[config.mk]
export PLATFORM = sky130hd
export DESIGN_NAME = spi_matrix_reader_flat
export DESIGN_NICKNAME = d
export VERILOG_FILES = /design/src/rtl/spi_matrix_reader_if.sv /design/src/rtl/spi_matrix_reader.sv /design/src/flat_wrapper.sv
export SDC_FILE = /design/constraint.sdc
export NUM_CORES = 1
export LEC_CHECK = 0
export BUFFER_PORTS_ARGS = -buffer_cell sky130_fd_sc_hd__buf_2
export CAP_MARGIN = 20
export CORE_ASPECT_RATIO = 0.6
export CORE_UTILIZATION = 45
export CTS_BUF_LIST = sky130_fd_sc_hd__clkbuf_16
export DETAILED_ROUTE_END_ITERATION = 8
export PLACE_DENSITY = 0.78
export SLEW_MARGIN = 10
export SYNTH_ARGS = -nofsm -noshare
export SYNTH_HDL_FRONTEND = slang
export SYNTH_SLANG_ARGS = --single-unit
[constraint.sdc]
create_clock -name clk -period 2.3 [get_ports clk]
set_input_delay 0.115 -clock clk [delete_from_list [all_inputs] [get_ports clk]]
set_output_delay 0.115 -clock clk [all_outputs]
set_load 0.02 [all_outputs]
[src/rtl/spi_matrix_reader_if.sv]
// Bus bundle between the SPI matrix reader, its SPI slave and the result-buffer write port.
// The master modport is the reader side; the slave modport is everything facing it.
interface spi_matrix_reader_if;
  logic        start;
  logic [15:0] word_count;
  logic        busy;
  logic        done;
  logic        sclk;
  logic        cs_n;
  logic        mosi;
  logic        miso;
  logic        wr_en;
  logic [15:0] wr_addr;
  logic [31:0] wr_data;

  modport master (
    input  start, word_count, miso,
    output busy, done, sclk, cs_n, mosi, wr_en, wr_addr, wr_data
  );

  modport slave (
    output start, word_count, miso,
    input  busy, done, sclk, cs_n, mosi, wr_en, wr_addr, wr_data
  );
endinterface

[src/rtl/spi_matrix_reader.sv]
// SPI mode-0 master that reads one 32-bit word per chip-select frame from a matrix sender
// and writes each word into a local result buffer.
module spi_matrix_reader #(
  parameter int CLK_DIV   = 4,
  parameter int CS_SETUP  = 8,
  parameter int CS_HOLD   = 2,
  parameter int CS_GAP    = 8,
  parameter int MAX_WORDS = 100
) (
  input  logic                 clk,
  input  logic                 rst_n,
  spi_matrix_reader_if.master  bus
);

  typedef enum logic [2:0] {
    ST_IDLE   = 3'd0,
    ST_SETUP  = 3'd1,
    ST_SHIFT  = 3'd2,
    ST_HOLD   = 3'd3,
    ST_WRITE  = 3'd4,
    ST_GAP    = 3'd5,
    ST_FINISH = 3'd6
  } state_t;

  state_t      state_r;
  logic [15:0] cnt_r;
  logic [15:0] idx_r;
  logic [15:0] tmr_r;
  logic [4:0]  bit_r;
  logic [31:0] shreg_r;
  logic        sclk_r;
  logic        cs_n_r;
  logic        busy_r;
  logic        done_r;
  logic        wr_en_r;
  logic [15:0] wr_addr_r;
  logic [31:0] wr_data_r;
  logic [15:0] cnt_clamp_s;

  // Requested length saturated to the buffer depth
  always_comb begin
    cnt_clamp_s = (bus.word_count > 16'(MAX_WORDS)) ? 16'(MAX_WORDS) : bus.word_count;
  end

  // Frame sequencer; every output is a register updated alongside the state
  always_ff @(posedge clk or negedge rst_n) begin
    if (!rst_n) begin
      state_r   <= ST_IDLE;
      cnt_r     <= 16'd0;
      idx_r     <= 16'd0;
      tmr_r     <= 16'd0;
      bit_r     <= 5'd0;
      shreg_r   <= 32'd0;
      sclk_r    <= 1'b0;
      cs_n_r    <= 1'b1;
      busy_r    <= 1'b0;
      done_r    <= 1'b0;
      wr_en_r   <= 1'b0;
      wr_addr_r <= 16'd0;
      wr_data_r <= 32'd0;
    end else begin
      case (state_r)
        ST_IDLE: begin
          done_r <= 1'b0;
          if (bus.start) begin
            cnt_r <= cnt_clamp_s;
            idx_r <= 16'd0;
            if (cnt_clamp_s == 16'd0) begin
              state_r <= ST_FINISH;
            end else begin
              state_r <= ST_SETUP;
              cs_n_r  <= 1'b0;
              busy_r  <= 1'b1;
              tmr_r   <= 16'(CS_SETUP - 1);
            end
          end
        end
        ST_SETUP: begin
          if (tmr_r == 16'd0) begin
            state_r <= ST_SHIFT;
            sclk_r  <= 1'b1;
            shreg_r <= {shreg_r[30:0], bus.miso};
            tmr_r   <= 16'(CLK_DIV - 1);
            bit_r   <= 5'd0;
          end else begin
            tmr_r <= tmr_r - 16'd1;
          end
        end
        // miso is captured on the same clk edge that raises sclk
        ST_SHIFT: begin
          if (tmr_r != 16'd0) begin
            tmr_r <= tmr_r - 16'd1;
          end else if (sclk_r) begin
            sclk_r <= 1'b0;
            tmr_r  <= 16'(CLK_DIV - 1);
          end else if (bit_r == 5'd31) begin
            state_r <= ST_HOLD;
            tmr_r   <= 16'(CS_HOLD - 1);
          end else begin
            bit_r   <= bit_r + 5'd1;
            sclk_r  <= 1'b1;
            shreg_r <= {shreg_r[30:0], bus.miso};
            tmr_r   <= 16'(CLK_DIV - 1);
          end
        end
        ST_HOLD: begin
          if (tmr_r == 16'd0) begin
            state_r   <= ST_WRITE;
            cs_n_r    <= 1'b1;
            wr_en_r   <= 1'b1;
            wr_addr_r <= idx_r;
            wr_data_r <= shreg_r;
          end else begin
            tmr_r <= tmr_r - 16'd1;
          end
        end
        ST_WRITE: begin
          wr_en_r <= 1'b0;
          idx_r   <= idx_r + 16'd1;
          state_r <= ST_GAP;
          tmr_r   <= 16'(CS_GAP - 1);
        end
        ST_GAP: begin
          if (tmr_r != 16'd0) begin
            tmr_r <= tmr_r - 16'd1;
          end else if (idx_r == cnt_r) begin
            state_r <= ST_FINISH;
          end else begin
            state_r <= ST_SETUP;
            cs_n_r  <= 1'b0;
            tmr_r   <= 16'(CS_SETUP - 1);
          end
        end
        ST_FINISH: begin
          done_r  <= 1'b1;
          busy_r  <= 1'b0;
          state_r <= ST_IDLE;
        end
        default: begin
          state_r <= ST_IDLE;
          sclk_r  <= 1'b0;
          cs_n_r  <= 1'b1;
          busy_r  <= 1'b0;
          done_r  <= 1'b0;
          wr_en_r <= 1'b0;
        end
      endcase
    end
  end

  assign bus.sclk    = sclk_r;
  assign bus.cs_n    = cs_n_r;
  assign bus.mosi    = 1'b0;
  assign bus.busy    = busy_r;
  assign bus.done    = done_r;
  assign bus.wr_en   = wr_en_r;
  assign bus.wr_addr = wr_addr_r;
  assign bus.wr_data = wr_data_r;

endmodule

[src/flat_wrapper.sv]
// flat-port wrapper written by rule: the top's interface ports become plain ports
module spi_matrix_reader_flat 
#(
  parameter int CLK_DIV   = 4,
  parameter int CS_SETUP  = 8,
  parameter int CS_HOLD   = 2,
  parameter int CS_GAP    = 8,
  parameter int MAX_WORDS = 100
)
  (clk, rst_n, bus_start, bus_word_count, bus_miso, bus_busy, bus_done, bus_sclk, bus_cs_n, bus_mosi, bus_wr_en, bus_wr_addr, bus_wr_data);
  spi_matrix_reader_if bus_i ();
  input  logic clk;
  input  logic rst_n;
  input wire logic [$bits(bus_i.start)-1:0] bus_start;
  input wire logic [$bits(bus_i.word_count)-1:0] bus_word_count;
  input wire logic [$bits(bus_i.miso)-1:0] bus_miso;
  output wire logic [$bits(bus_i.busy)-1:0] bus_busy;
  output wire logic [$bits(bus_i.done)-1:0] bus_done;
  output wire logic [$bits(bus_i.sclk)-1:0] bus_sclk;
  output wire logic [$bits(bus_i.cs_n)-1:0] bus_cs_n;
  output wire logic [$bits(bus_i.mosi)-1:0] bus_mosi;
  output wire logic [$bits(bus_i.wr_en)-1:0] bus_wr_en;
  output wire logic [$bits(bus_i.wr_addr)-1:0] bus_wr_addr;
  output wire logic [$bits(bus_i.wr_data)-1:0] bus_wr_data;
  assign bus_i.start = bus_start;
  assign bus_i.word_count = bus_word_count;
  assign bus_i.miso = bus_miso;
  assign bus_busy = bus_i.busy;
  assign bus_done = bus_i.done;
  assign bus_sclk = bus_i.sclk;
  assign bus_cs_n = bus_i.cs_n;
  assign bus_mosi = bus_i.mosi;
  assign bus_wr_en = bus_i.wr_en;
  assign bus_wr_addr = bus_i.wr_addr;
  assign bus_wr_data = bus_i.wr_data;
  spi_matrix_reader #(.CLK_DIV(CLK_DIV), .CS_SETUP(CS_SETUP), .CS_HOLD(CS_HOLD), .CS_GAP(CS_GAP), .MAX_WORDS(MAX_WORDS)) u_core (.clk(clk), .rst_n(rst_n), .bus(bus_i));
endmodule
; Yosys cells after proc, flatten, opt, wreduce, memory -nomap -nowiden
; Index checks and enable logic that the tools add are counted.
; W data, S select, Z words.
[classes]
add_sub_neg = 3
order_cmp = 1
n_eq_ne = 20
muxes = 48
bitwise_logic = 4
n_reduce_logical = 21
[ops]
columns = op, count
row1 = $mux W16, 10
row2 = $mux W32, 4
row3 = $pmux W16 S6, 1
row4 = $pmux W32 S2, 1
row5 = $logic_not A16 Y1, 2
row6 = $pmux W16 S2, 1
row7 = $mux W3, 9
row8 = $mux W5, 4
row9 = $pmux W3 S6, 1
row10 = $add A16 B1 Y16 const B, 1
row11 = $eq A16 B16 Y1, 1
row12 = $gt A16 B7 Y1 const B, 1
row13 = $ne A2 B2 Y1 const B, 8
row14 = $reduce_bool A16 Y1, 1
row15 = $sub A16 B1 Y16 const B, 1
row16 = $reduce_or A5 Y1, 3
row17 = $mux W1, 10
row18 = $pmux W5 S2, 1
row19 = $reduce_and A5 Y1, 2
row20 = $eq A3 B3 Y1 const B, 3
row21 = $reduce_and A2 Y1, 4
row22 = $reduce_and A7 Y1, 1
row23 = $eq A3 B2 Y1 const B, 2
row24 = $ne A2 B1 Y1 const B, 3
row25 = 15 further kinds, 22
[totals]
reg_bits = 141
input_bits = 20
elab_cells = 110

; Longest topological paths before layout
[logic_depth]
ltp_word = 6
ltp_mapped = 10
depth_no_buf = 9

; Least setup slack after synthesis
; Ideal clock, no wire load.
[synth_path]
path_kind = reg2reg
start = register u_core.tmr_r[10]
end = register u_core.wr_data_r[11] (netlist: u_core.bus.wr_data[11])
setup_ps = 125
arrival_ps = 2365
t_required_ps = 2175
slack_ps = -190
path_stages_with_launch = 8
n_path_buf = 3
synth_period_minus_slack_ps = 2490
path_cell_list = dfrtp_1 -> or3_4 -> or3_4 -> or4_4 -> buf_6 -> buf_6 -> buf_6 -> mux2_4
[synth_between]
elab_chain_len = 2
[synth_lines]
columns = element, line_no
row1 = from (decl), spi_matrix_reader.sv:28  ; logic [15:0] tmr_r;
row2 = from (signal assigned), spi_matrix_reader.sv:74  ; tmr_r <= 16'(CS_SETUP - 1);
row3 = from (signal assigned), spi_matrix_reader.sv:83  ; tmr_r <= 16'(CLK_DIV - 1);
row4 = from (signal assigned), spi_matrix_reader.sv:86  ; tmr_r <= tmr_r - 16'd1;
row5 = $logic_not A16 Y1, spi_matrix_reader.sv:107  ; if (tmr_r == 16'd0) begin
row6 = $reduce_and A2 Y1 (no source line), n/a
row7 = to (signal assigned), spi_matrix_reader.sv:112  ; wr_data_r <= shreg_r;
row8 = to (decl), spi_matrix_reader.sv:37  ; logic [31:0] wr_data_r;
; No other way between the ends.
; A chain may end at the register's enable or synchronous reset.

; Final worst setup path
[layout_path]
start = register u_core.tmr_r[9]
end = register u_core.tmr_r[15]
[layout_between]
elab_chain_len = 3
word_cells_on_any_way = 11
[layout_lines]
columns = element, line_no
row1 = "$sub A16 B1 Y16, or another cell as far along", n/a
row2 = "$mux W16, or another cell as far along", spi_matrix_reader.sv:124  ; if (tmr_r != 16'd0) begin
row3 = $pmux W16 S6 / $reduce_and A5 Y1 (equally long branches), n/a
; Parallel ways exist; a longest one is shown, timed or not. The select of a mux whose other input is x is not followed.

==> flow_metrics.env <==
export IMPL_core_um2=13800
export IMPL_p_sw_uw=1170
export IMPL_syn_area_um2=6470
export IMPL_dr_first_iter_drc_count=442
export IMPL_drtPass1Iterations=5
export IMPL_vdd_drop_max_mv=0.335
export IMPL_rsz0062_at_grt="true"
export IMPL_synthDominantCellAreaShare_pct=54.2
export IMPL_wl_um=16000
export IMPL_arrival_ns=2.73
export IMPL_route_met3_wl_um=1220
export IMPL_critical_path_required_ns=2.60
export IMPL_gp_congestion=0.851
export IMPL_wl_met2_um=7060
export IMPL_grt_pass1_wl_um=26000
export IMPL_finalHoldViolCount=0
export IMPL_portBuffers=72
export IMPL_period_needed_ns=2.43
export IMPL_clock_root_buffer="clkbuf_16"
export IMPL_fmax_ghz=0.412
export IMPL_yosys_area_top_type="dfrtp_1"
export IMPL_area_delta_synth_final_pct=28.6
export IMPL_synthArstFlopShare_pct=100
export IMPL_pwr_share_comb_pct=1.8
export IMPL_leakage_uw=0.00425
export IMPL_cp_end_kind="flip-flop"
export IMPL_first_global_vias=5155
export IMPL_yosys_top_cells_area="dfrtp_1 (54%), nand2_1 (7.6%), mux2_2 (4.9%)"
export IMPL_p_seq_share_pct=46.8
export IMPL_crit_type="reg -> reg"
export IMPL_grt_start_max_net_pins=62
export IMPL_worst_slew_pin_slew_ns=0.539
export IMPL_die_area_um2=14900
export IMPL_antennaDiodeCount=0
export IMPL_synth_adder_area_share_pct=0.967
export IMPL_synth_seq_cells=141
export IMPL_ys_flop_type="dfrtp_1"
export IMPL_place_inst=893
export IMPL_p_int_uw=4120
export IMPL_status="complete, but fails checks"
export IMPL_die_w_um=157
export IMPL_crit_start="u_core.tmr_r[9]"
export IMPL_synth_compound_area_share_pct=11.0
export IMPL_p_per_area_nw_per_um2=637
export IMPL_grt_overflow_total=0
export IMPL_cts_sinks=141
export IMPL_syn_num_nets=626
export IMPL_utilization_pct=60.1
export IMPL_synth_edff_count=0
export IMPL_skew_ns=0.00697
export IMPL_p_clk_share_pct=51.4
export IMPL_clkLatencyLatePin_ns=0.42
export IMPL_violations="negative setup slack"
export IMPL_r2r_start="u_core.tmr_r[9]"
export IMPL_cts_tree="yes"
export IMPL_viasPerCell=5.52
export IMPL_switching_share_pct=22.2
export IMPL_drv_cap=0
export IMPL_start_kind="flip-flop"
export IMPL_num_rows=33
export IMPL_antenna_found_initial=0
export IMPL_drc=0
export IMPL_syn_inst=601
export IMPL_die_h_um=94.9
export IMPL_fin_crit_sh_pct=106
export IMPL_htree_levels=4
export IMPL_ys_warn_count=0
export IMPL_synth_mux_area_fraction_pct=10.1
export IMPL_slew_violations=0
export IMPL_drive_gt1_share_pct=32.4
export IMPL_yosysSeqAreaShare_pct=54.6
export IMPL_postSynthAreaPerCell_um2=10.8
export IMPL_setup_ws_ns=-0.127
export IMPL_worstHoldStart="bus_start"
export IMPL_synth_top_family_by_area="simple AND/OR/NAND/NOR gates"
export IMPL_yosysUniqueCellTypes=55
export IMPL_ios=74
export IMPL_layout_common_cells="dfrtp_1 (140), nand2_1 (129), buf_2 (71)"
export IMPL_grtUsageTotal_pct=22.8
export IMPL_fin_nets=762
export IMPL_num_vias=5199
export IMPL_synth_xor_area_share_pct=2.57
export IMPL_dpl_hpwl_um=11000
export IMPL_finalSetupViolations=48
export IMPL_clockBufferDepth=2
export IMPL_fin_cells=942
export IMPL_clkSlewWorstSetupHoldPaths_ns=0.06
export IMPL_path_max_fanout=3
export IMPL_initial_utilization_pct=46.7
export IMPL_hold_class="in -> reg"
export IMPL_wl_met1_um=7650
export IMPL_layout_commonest_cell="dfrtp_1"
export IMPL_cts_buffers=17
export IMPL_synth_simple_area_share_pct=18.0
export IMPL_slew_headroom_pct=64.1
export IMPL_ant_nets=0
export IMPL_routedWlPerCell_um=17.0
export IMPL_top_layer="met4"
==> logic make-up after synthesis <==
family / count (synthesis)
simple gates: 247
flops: 141
other cells: 1
compound gates: 101
xor+xnor: 19
mux: 52
buf+inv: 35
fa+ha+maj: 5
==> through the flow <==
step           setup TNS [ns]  hold WS, ns  cell area, µm²  power (µW)  worst slack, ns
2_1_floorplan           -2.55       -0.181            6500        2530           -0.117
5_1_grt                 -6.49        0.151            8310        5450           -0.213
6_report                -2.03        0.119            8310        5300           -0.127
3_3_place_gp           -0.987        0.105            7420        2610          -0.0888
4_1_cts                -0.835        0.107            8140        5330          -0.0504
3_5_place_dp            -2.94        0.120            7420        2610           -0.163
==> state kept, by name, summed over array words and instances (netlist names) <==
register / cells
u_core.bus.wr_data: 32
u_core.shreg_r: 32
u_core.bus.wr_addr: 16
u_core.cnt_r: 16
u_core.idx_r: 16
u_core.tmr_r: 16
u_core.bit_r: 5
u_core.state_r: 3
u_core.bus.busy: 1
u_core.bus.cs_n: 1
u_core.bus.done: 1
u_core.bus.sclk: 1
u_core.bus.wr_en: 1
==> power groups by stage <==
stage	Sequential (µW)	Clock (µW)	Combinational [µW]
3_3_place_gp	2530	0	81.0
6_report	2480	2720	92.9
2_1_floorplan	2530	0	7.20
4_1_cts	2480	2760	95.9
3_5_place_dp	2530	0	84.1
5_1_grt	2480	2860	107
==> synth_stat cells (all sizes together), types with 3 or more instances <==
cell / instances
a21o: 6
a22o: 5
or3: 8
buf: 11
nor2: 30
ha: 5
o21ai: 28
nand3: 16
or4: 4
nor2b: 3
clkbuf: 16
a211o: 5
mux2: 48
dfrtp: 140
nor3: 14
o22a: 4
nand2: 131
and2: 11
nor4: 13
o31ai: 7
a21oi: 21
nand4: 9
mux2i: 4
inv: 8
o211ai: 3
o41ai: 7
xor2: 19
==> final cells by class <==
type | count | area (µm²)
clock inverters | 15 | 161
repair buffers | 144 | 1040
multi-input cells | 425 | 2880
flip-flops and latches | 141 | 3530
inverters | 8 | 30.0
well taps | 192 | 240
clock buffers | 17 | 425
fillers | 1096 | 5520
==> critical path, stage by stage (launching register included) <==
cell and delay, ns:
dfrtp_1 0.39, or3_4 0.40, or3_4 0.40, or3_4 0.41
nor4_4 0.23, buf_4 0.19, o41ai_1 0.07, a22o_1 0.21
==> path summary, 6_finish.rpt <==
path	cells past startpoint	slack [ns]	endpoint
setup / recovery	7	-0.13	u_core.tmr_r[15]
hold / removal	3	0.12	u_core.state_r[2]
setup reg to reg	7	-0.13	u_core.tmr_r[15]
hold reg to reg	2	0.50	u_core.shreg_r[5]
max in group asynchronous	3	1.30	u_core.bus.cs_n
min in group asynchronous	2	0.23	u_core.bus.wr_data[24]
==> layer usage <==
metal | up-vias | track usage [%]
met3 | 7 | 5.46
met2 | 223 | 34.0
met5 | - | 0
met4 | 0 | 6.37
li1 | 2409 | -
met1 | 2560 | 33.1
==> timing repair <==
| item | 4_1_cts | 5_1_grt |
|---|---|---|
| hold buffers | 9 | 0 |
| buffers inserted | 1 | 6 |
| endpoints found under the hold margin | 60 | 0 |
| gates resized for setup | 11 | 22 |
| endpoints found under the setup margin | 86 | 104 |
| gates cloned | 0 | 1 |
| pin swaps | 4 | 10 |
(Power assumes the default switching activity.)
